<file path="config.mk">
export PLATFORM = sky130hd
export DESIGN_NAME = feature_mem_loader
export DESIGN_NICKNAME = d
export VERILOG_FILES = /design/src/rtl/feature_mem_loader_pkg.sv /design/src/rtl/feature_mem_loader_wrap.sv /design/src/rtl/feature_mem_loader.sv
export SDC_FILE = /design/constraint.sdc
export NUM_CORES = 1
export LEC_CHECK = 0
export CAP_MARGIN = 5
export CORE_UTILIZATION = 44
export DETAILED_ROUTE_END_ITERATION = 8
export PLACE_DENSITY = 0.9
export RECOVER_POWER = 50
export SYNTH_ARGS = -nofsm -noshare
export SYNTH_HDL_FRONTEND = slang
export SYNTH_HIERARCHICAL = 1
export SYNTH_SLANG_ARGS = --single-unit
</file>
<file path="constraint.sdc">
create_clock -name clk -period 3.2 [get_ports clk]
set_clock_uncertainty 0.1 [all_clocks]
set_input_delay 0.48 -clock clk [delete_from_list [all_inputs] [get_ports clk]]
set_output_delay 0.48 -clock clk [all_outputs]
set_load 0.02 [all_outputs]
</file>
<file path="src/rtl/feature_mem_loader_pkg.sv">
// feature_mem_loader_pkg
// Shared definitions for the feature memory write sequencer:
//   - FSM state encoding
//   - group / line address widths
package feature_mem_loader_pkg;

    localparam int GROUP_W = 8;
    localparam int LINE_W  = 4;

    typedef enum logic [1:0] {
        IDLE = 2'd0,
        LOAD = 2'd1,
        DONE = 2'd2
    } state_t;

endpackage

</file>
<file path="src/rtl/feature_mem_loader_wrap.sv">
// wrap_counter
// Up-counter that returns to zero after reaching a programmable limit.
// Ports:
//   clk, rst  - clock, asynchronous active-high reset
//   clr       - synchronous clear to zero (takes priority over inc)
//   inc       - advance by one
//   limit     - last value before wrapping (inclusive)
//   value     - current count
//   wrap      - combinational: inc is asserted while value == limit,
//               i.e. this increment returns the counter to zero
module wrap_counter #(
    parameter int WIDTH = 4
) (
    input  logic             clk,
    input  logic             rst,
    input  logic             clr,
    input  logic             inc,
    input  logic [WIDTH-1:0] limit,
    output logic [WIDTH-1:0] value,
    output logic             wrap
);

    assign wrap = inc && (value == limit);

    always_ff @(posedge clk or posedge rst) begin
        if (rst) begin
            value <= '0;
        end else if (clr) begin
            value <= '0;
        end else if (inc) begin
            value <= wrap ? '0 : value + WIDTH'(1);
        end
    end

endmodule

</file>
<file path="src/rtl/feature_mem_loader.sv">
// feature_mem_loader
// Write sequencer in front of the scratchpad feature memory. Accepts a
// valid/ready stream of feature lines and issues one registered write per
// accepted beat, walking groups x lines in group-major order, then pulses
// done for one cycle.
// Ports:
//   clk, rst            - clock, asynchronous active-high reset
//   start               - begin a fill (sampled in IDLE only)
//   cfg_groups          - groups to fill, clamped to Tn
//   cfg_lines           - lines per group, clamped to KERNEL_SIZE
//   s_valid/s_data      - upstream beat
//   s_ready             - high only while loading
//   wr_en               - write strobe (registered)
//   wr_mem_group/line   - write address (registered, zero when idle)
//   i_port              - write data (registered, zero when idle)
//   busy                - high in LOAD and DONE
//   done                - one-cycle fill-complete pulse
module feature_mem_loader
    import feature_mem_loader_pkg::*;
#(
    parameter int Tn             = 4,
    parameter int KERNEL_SIZE    = 3,
    parameter int DATA_BUS_WIDTH = 48
) (
    input  logic                      clk,
    input  logic                      rst,
    input  logic                      start,
    input  logic [GROUP_W-1:0]        cfg_groups,
    input  logic [LINE_W-1:0]         cfg_lines,
    input  logic                      s_valid,
    input  logic [DATA_BUS_WIDTH-1:0] s_data,
    output logic                      s_ready,
    output logic                      wr_en,
    output logic [GROUP_W-1:0]        wr_mem_group,
    output logic [LINE_W-1:0]         wr_mem_line,
    output logic [DATA_BUS_WIDTH-1:0] i_port,
    output logic                      busy,
    output logic                      done
);

    localparam logic [GROUP_W-1:0] GROUP_MAX = GROUP_W'(Tn);
    localparam logic [LINE_W-1:0]  LINE_MAX  = LINE_W'(KERNEL_SIZE);

    state_t              state_reg;
    logic [GROUP_W-1:0]  eff_groups_reg;
    logic [LINE_W-1:0]   eff_lines_reg;
    logic [GROUP_W-1:0]  eff_groups_next;
    logic [LINE_W-1:0]   eff_lines_next;

    logic [GROUP_W-1:0]  grp_cnt;
    logic [LINE_W-1:0]   line_cnt;
    logic [GROUP_W-1:0]  grp_limit;
    logic [LINE_W-1:0]   line_limit;
    logic                grp_wrap;
    logic                line_wrap;
    logic                accept;
    logic                cnt_clr;

    assign eff_groups_next = (cfg_groups > GROUP_MAX) ? GROUP_MAX : cfg_groups;
    assign eff_lines_next  = (cfg_lines  > LINE_MAX)  ? LINE_MAX  : cfg_lines;

    // Limits are only consumed in LOAD, where both effective sizes are
    // guaranteed non-zero, so the decrement never underflows in use.
    assign grp_limit  = eff_groups_reg - GROUP_W'(1);
    assign line_limit = eff_lines_reg  - LINE_W'(1);

    // s_ready is registered and high exactly in LOAD.
    assign accept  = s_valid && s_ready;
    assign cnt_clr = (state_reg == IDLE) && start;

    wrap_counter #(.WIDTH(LINE_W)) u_line_cnt (
        .clk   (clk),
        .rst   (rst),
        .clr   (cnt_clr),
        .inc   (accept),
        .limit (line_limit),
        .value (line_cnt),
        .wrap  (line_wrap)
    );

    // The group counter only advances when the line counter wraps; its own
    // wrap therefore marks the final beat of the fill.
    wrap_counter #(.WIDTH(GROUP_W)) u_grp_cnt (
        .clk   (clk),
        .rst   (rst),
        .clr   (cnt_clr),
        .inc   (line_wrap),
        .limit (grp_limit),
        .value (grp_cnt),
        .wrap  (grp_wrap)
    );

    always_ff @(posedge clk or posedge rst) begin
        if (rst) begin
            state_reg      <= IDLE;
            eff_groups_reg <= '0;
            eff_lines_reg  <= '0;
            s_ready        <= 1'b0;
            busy           <= 1'b0;
            done           <= 1'b0;
            wr_en          <= 1'b0;
            wr_mem_group   <= '0;
            wr_mem_line    <= '0;
            i_port         <= '0;
        end else begin
            // Write port defaults to all-zero so no stale address/data lingers.
            wr_en        <= 1'b0;
            wr_mem_group <= '0;
            wr_mem_line  <= '0;
            i_port       <= '0;
            done         <= 1'b0;

            case (state_reg)
                IDLE: begin
                    s_ready <= 1'b0;
                    busy    <= 1'b0;
                    if (start) begin
                        eff_groups_reg <= eff_groups_next;
                        eff_lines_reg  <= eff_lines_next;
                        busy           <= 1'b1;
                        if ((eff_groups_next == '0) || (eff_lines_next == '0)) begin
                            state_reg <= DONE;
                            done      <= 1'b1;
                        end else begin
                            state_reg <= LOAD;
                            s_ready   <= 1'b1;
                        end
                    end
                end

                LOAD: begin
                    if (accept) begin
                        wr_en        <= 1'b1;
                        wr_mem_group <= grp_cnt;
                        wr_mem_line  <= line_cnt;
                        i_port       <= s_data;
                        if (grp_wrap) begin
                            state_reg <= DONE;
                            s_ready   <= 1'b0;
                            done      <= 1'b1;
                        end
                    end
                end

                DONE: begin
                    state_reg <= IDLE;
                    s_ready   <= 1'b0;
                    busy      <= 1'b0;
                end

                default: begin
                    state_reg <= IDLE;
                    s_ready   <= 1'b0;
                    busy      <= 1'b0;
                end
            endcase
        end
    end

endmodule

</file>
==> results of run 1 <==
==> logic make-up after synthesis <==
family	Yosys count	share of synthesized area, %
DFF	90	63.5
buffers and inverters	27	2.89
muxes	1	0.282
AOI/OAI and AO/OA	24	4.84
and+or+nand+nor	118	20.6
adders and majority gates	4	1.41
xor gates and xnor gates	26	6.42
==> power groups by stage <==
| stage | clock, mW | combinational [mW] | sequential (mW) |
|---|---|---|---|
| CTS | 0.797 | 1.22 | 1.46 |
| floorplan | 0 | 0.589 | 1.61 |
| global route | 0.846 | 1.32 | 1.48 |
| global placement | 0 | 1.17 | 1.47 |
| finish | 0.781 | 1.21 | 1.46 |
| detailed placement | 0 | 1.21 | 1.48 |
==> Yosys cell counts (2+ instances only) <==
master and instances:
a31o_2 2, nand2b_1 2, o31ai_1 3, ha_1 4, inv_1 17, and3_1 2
clkbuf_1 9, nor2_1 13, a41oi_1 2, o2111ai_1 2, or4_1 3, dfrtp_1 90
o22ai_1 2, xor2_1 10, xnor2_1 16, o32ai_1 2, a22o_1 2, nand4_1 6
and2_1 60, nand2_1 5, a21oi_1 4, or4_4 2, o21ai_0 3, nor3_1 8
nor2b_1 7
==> layer usage <==
layer / part of all wire [%] / vias up / GRT usage, %
li1: - / 1212 / -
met1: 41 / 1204 / 24.4
met2: 50 / 117 / 32.6
met3: 7.0 / 17 / 4.89
met4: 2.5 / 0 / 8.46
met5: 0 / - / 0
==> cell type report <==
type | instances | area share, %
clock buffers | 10 | 2.48
well taps | 102 | 2.48
inverters | 17 | 1.26
multi-input cells | 173 | 23.2
clock inverters | 6 | 1.41
repair buffers | 131 | 25.5
flip-flops and latches | 90 | 43.7
==> critical path, cell delays in order (launching register included) <==
cell and delay [ns]:
dfrtp_1 0.43, inv_1 0.13, ha_1 0.20, inv_1 0.06
or3_2 0.42, xnor2_1 0.15, xnor2_1 0.18, nand4_1 0.20
nor3_4 0.39, and3_1 0.24, o32ai_1 0.08
==> metrics by stage <==
stage	hold slack, ns	worst slack, ns	utilization [%]
2_1_floorplan	0.146	0.625	-
3_3_place_gp	0.334	0.658	63.8
3_5_place_dp	0.341	0.536	63.8
4_1_cts	0.273	0.511	66.3
5_1_grt	0.386	0.314	66.3
6_report	0.355	0.505	66.3
==> how the worst min path moves through the flow <==
stage / start / to / cells past startpoint
after floorplan: rst / u_line_cnt/value[0]$_DFFE_PP0P_ / 1
after global placement: state_reg[1]$_DFFE_PP0P_ / busy$_DFFE_PP0N_ / 1
after detailed placement: state_reg[1]$_DFFE_PP0P_ / busy$_DFFE_PP0N_ / 1
after CTS: rst / u_line_cnt/value[3]$_DFFE_PP0P_ / 2
after global routing: state_reg[1]$_DFFE_PP0P_ / busy$_DFFE_PP0N_ / 1
final: state_reg[1]$_DFFE_PP0P_ / busy$_DFFE_PP0N_ / 1
==> impl_metrics.py, run 1 <==
metrics = {
    "pwr": {
        "power_frac_seq_pct": 42.2,
        "p_total_mw": 3.45,
        "internal_power_mw": 2.27,
        "switching_share_pct": 34.2,
        "leakage_nw": 2.35,
        "powerDensity_mw_per_mm2": 669,
        "pwr-share-clk_pct": 22.7,
        "comb_power_share_pct": 35.1,
        "p_sw_mw": 1.18,
        "ir_drop_uv": 345,
    },
    "die": {
        "rows": 32,
        "coreArea_mm2": 0.00777,
        "die_w_um": 91.8,
        "die_y_um": 91.8,
        "dieArea_mm2": 0.00842,
        "pin_count": 128,
        "initial_core_util_pct": 45.6,
    },
    "finish": {
        "layout_commonest_cell": "clkdlybuf4s50_1",
        "fin_area_mm2": 0.00515,
        "fin_nets": 490,
        "fillers": 576,
        "final_cell_mix": "clkdlybuf4s50_1, dfrtp_1, and2_1",
        "stdcell_count": 529,
        "top_register": "i_port",
        "n_antenna_cell": 0,
        "largest_reg_flops": 48,
        "area_growth_pct": 45.4,
        "drive_gt1_share_pct": 7.03,
        "multi_input_area_mm2": 0.00119,
        "ff_latch_area_mm2": 0.00225,
    },
    "clocking": {
        "ctsHtreeMaxLevel": 3,
        "path_clk_slew_ns": 0.09,
        "cts_tree": "yes",
        "post_cts_resized": 0,
        "cts.path.max_buffers": 2,
        "cts_buffers": 9,
        "hold_buffers": 0,
        "post_cts_buffers": 0,
        "clkSinkCount": 90,
        "clkLatencyLatePin_ns": 0.36,
        "root_buffer": "clkbuf_8",
    },
    "yosys": {
        "synth_area_leaders": "dfrtp_1, and2_1, xnor2_1",
        "ys_dominant_reg_cell": "dfrtp_1",
        "synth_cell_type_count": 39,
        "synth-seq-cells": 90,
        "async_reset_ff_share_pct": 100,
        "netlist_area_mm2": 0.00354,
        "syn_inst": 290,
        "synth_edf_count": 0,
        "ys_warn_count": 6,
        "ys_seq_area_share_pct": 63.5,
        "syn_nets": 358,
        "synth.top_cell.area_share_pct": 63.5,
        "avgSynthCellArea_um2": 12.2,
        "yosysTopAreaCell": "dfrtp_1",
    },
    "timing": {
        "fin_tns_setup_ns": 0,
        "setup_viol_count_final": 0,
        "relSlewSlack_pct": -10.8,
        "slew_violations": 38,
        "rsz0062_at_grt": "no",
        "tightest_slew_ns": 1.65,
        "fin_crit_ns": 2.70,
        "fin_crit_sh_pct": 84.2,
        "fmax_mhz": 371,
        "hold_viol_final": 0,
    },
    "status": {
        "violations": "max-capacitance violations, max-slew violations",
        "outcome": "complete, but fails checks",
    },
    "route": {
        "wirelength_mm": 7.83,
        "route.detailed.drc": 0,
        "wl_per_cell_um": 14.8,
        "drt-vias-per-instance": 4.82,
        "drtIter0Drc": 125,
        "drtAntennaViolNets": 0,
        "route.vias.total": 2550,
        "drt_pass1_iterations": 4,
    },
    "global_route": {
        "antenna_found_initial": 0,
        "grt_pass1_wl_mm": 12.5,
        "grt_use_total_pct": 19.6,
        "grt_max_degree": 42,
        "overflow": 0,
        "grt_pass1_vias": 2477,
    },
    "placed_design": {
        "placed_cell_area_mm2": 0.00495,
        "dp.cells": 513,
        "gp_congestion": 0.884,
        "hpwlAfterDp_mm": 5.70,
        "port-buffer-count": 127,
    },
    "critical_path": {
        "reg2reg_depth": 10,
        "critPathCapture": "s_ready$_DFFE_PP0P_",
        "startpoint": "eff_groups_reg[0]$_DFFE_PP0P_",
        "end_kind": "flop",
        "r2r_slack_ns": 0.50,
        "crit_arrival_ns": 2.82,
        "crit_required_ns": 3.33,
        "startpoint_type": "flop",
        "crit_type": "flop to flop",
        "r2r-end": "s_ready$_DFFE_PP0P_",
        "worstPathMaxFanout": 9,
        "reg2reg_from": "eff_groups_reg[0]$_DFFE_PP0P_",
    },
    "hold_path": {
        "hold_class": "flop to flop",
    },
    "job": {
        "drv_cap": 1,
    },
}
(Power assumes the default switching activity.)
==> inputs of run 2 (changes only) <==
==> constraint.sdc (replaced) <==
create_clock -name clk -period 2.8 [get_ports clk]
set_clock_uncertainty 0.1 [all_clocks]
set_input_delay 0.42 -clock clk [delete_from_list [all_inputs] [get_ports clk]]
set_output_delay 0.42 -clock clk [all_outputs]
set_load 0.02 [all_outputs]
==> run 2 against run 1 <==
Net effect: the flow finishes with violations (max-capacitance violations); worst setup slack worse by 0.25 ns; sequential share of layout area is 0.053 points lower; global-route usage hardly changed; final area is 0.12% higher; largest cell class unchanged; highest routed layer unchanged.
==> impl_metrics.py, run 2 (synthesis results as in run 1) <==
metrics = {
    "status": {
        "violations": "max-capacitance violations",
        "outcome": "complete, but fails checks",
    },
    "critical_path": {
        "r2r_slack_ns": 0.26,
        "end_kind": "flop",
        "worstPathMaxFanout": 4,
        "startpoint_type": "flop",
        "crit_path_top_delay_cell": "dfrtp_1",
        "crit_type": "flop to flop",
        "crit_arrival_ns": 2.66,
        "cp_cell_sequence": "inv_1 -> ha_1 -> inv_1 -> or3_2 -> xnor2_1 -> xnor2_1 -> nand4_1 -> nor3_4 -> and3_1 -> o32ai_1",
        "crit_required_ns": 2.92,
        "slowest_delay_ns": 0.43,
    },
    "placed_design": {
        "gp_congestion": 0.802,
        "port-buffer-count": 127,
        "hpwlAfterDp_mm": 5.61,
    },
    "clocking": {
        "cts_tree": "yes",
        "post_cts_buffers": 0,
        "post_cts_resized": 0,
        "clkSinkCount": 90,
        "ctsHtreeMaxLevel": 3,
        "path_clk_slew_ns": 0.08,
        "clkLatencyLatePin_ns": 0.35,
        "cts.path.max_buffers": 2,
        "root_buffer": "clkbuf_8",
        "cts_buffers": 9,
        "hold_buffers": 0,
    },
    "die": {
        "coreArea_mm2": 0.00777,
        "rows": 32,
        "initial_core_util_pct": 45.6,
        "pin_count": 128,
        "dieArea_mm2": 0.00842,
        "die_w_um": 91.8,
        "die_y_um": 91.8,
    },
    "finish": {
        "top_register": "i_port",
        "final_cell_mix": "clkdlybuf4s50_1, dfrtp_1, and2_1",
        "fin_nets": 491,
        "layout_commonest_cell": "clkdlybuf4s50_1",
        "multi_input_area_mm2": 0.00119,
        "largest_reg_flops": 48,
        "n_antenna_cell": 0,
        "drive_gt1_share_pct": 7.26,
        "ff_latch_area_mm2": 0.00225,
        "area_growth_pct": 45.6,
        "fillers": 553,
    },
    "route": {
        "route.detailed.drc": 0,
        "wl_per_cell_um": 14.7,
        "drt_pass1_iterations": 4,
        "wirelength_mm": 7.79,
        "drtIter0Drc": 104,
        "drtAntennaViolNets": 0,
        "drt-vias-per-instance": 4.87,
        "route.vias.total": 2576,
    },
    "timing": {
        "rsz0062_at_grt": "no",
        "fin_crit_ns": 2.54,
        "tightest_slew_ns": 1.49,
        "setup_viol_count_final": 0,
        "fin_crit_sh_pct": 90.9,
        "fmax_mhz": 393,
        "fin_tns_setup_ns": 0,
        "whs_ns": 0.351,
        "hold_viol_final": 0,
        "relSlewSlack_pct": 0.0898,
        "slew_violations": 0,
    },
    "global_route": {
        "antenna_found_initial": 0,
        "grt_max_degree": 64,
        "grt_pass1_vias": 2582,
        "grt_pass1_wl_mm": 12.6,
        "overflow": 0,
        "grt_use_total_pct": 19.6,
    },
    "job": {
        "drv_cap": 1,
    },
    "hold_path": {
        "hold_class": "flop to flop",
    },
    "pwr": {
        "powerDensity_mw_per_mm2": 776,
        "ir_drop_uv": 394,
        "leakage_nw": 2.36,
        "p_total_mw": 4.00,
    },
}
==> run 2: cell count changes in the layout (fill, tap and decap cells not counted), sizes merged <==
cell    delta
buf        -1
bufinv     +1
clkbuf     +1
clkinv     -1
==> run 2: layout make-up <==
type                       instances  share of cell area (%)
multi-input combinational        173                    23.2
sequential                        90                    43.6
timing repair buffer             132                    25.3
tap                              102                    2.47
clock buffer                       9                    2.40
clock inverter                     6                    1.75
inverter                          17                    1.26
==> run 2: final timing paths <==
path | cells after the start | from | endpoint
min in group asynchronous | 2 | rst | u_line_cnt/value[2]$_DFFE_PP0P_
max reg2reg | 10 | eff_groups_reg[0]$_DFFE_PP0P_ | s_ready$_DFFE_PP0P_
max in group asynchronous | 3 | rst | state_reg[0]$_DFFE_PP0P_
min | 1 | state_reg[1]$_DFFE_PP0P_ | busy$_DFFE_PP0N_
min reg2reg | 1 | state_reg[1]$_DFFE_PP0P_ | busy$_DFFE_PP0N_
max | 10 | eff_groups_reg[0]$_DFFE_PP0P_ | s_ready$_DFFE_PP0P_
==> run 2: stage by stage <==
step | setup WS [ns] | cell area, um^2 | instances | utilization [%]
after detailed placement | 0.271 | 4960 | 514 | 63.9
final | 0.256 | 5160 | 529 | 66.4
after CTS | 0.243 | 5170 | 529 | 66.6
after floorplan | 0.285 | 3540 | 290 | -
after global routing | 0.0754 | 5160 | 529 | 66.4
after global placement | 0.412 | 4960 | 514 | 63.9
==> run 2: critical path: cells and delay by family (launching register included) <==
family / cells / cell delay [ns]
AOI/OAI and AO/OA: 1 / 0.09
xor gates and xnor gates: 2 / 0.32
adders and majority gates: 1 / 0.20
buffers and inverters: 2 / 0.19
DFF: 1 / 0.43
and+or+nand+nor: 4 / 1.10
==> run 2: power by group <==
part           switching (mW)  leakage (nW)  total [mW]  internal (mW)
clock network           0.449         0.106       0.952          0.503
logic                   0.736          1.04        1.39          0.654
registers               0.148          1.22        1.66           1.51
==> run 2: layer usage <==
metal  vias up  global-route usage (%)  wire length, um
met5         -                       0                0
li1       1216                       -                -
met3         6                    3.65              518
met2       106                    34.5             4070
met1      1248                    23.8             3130
met4         0                    7.81               70
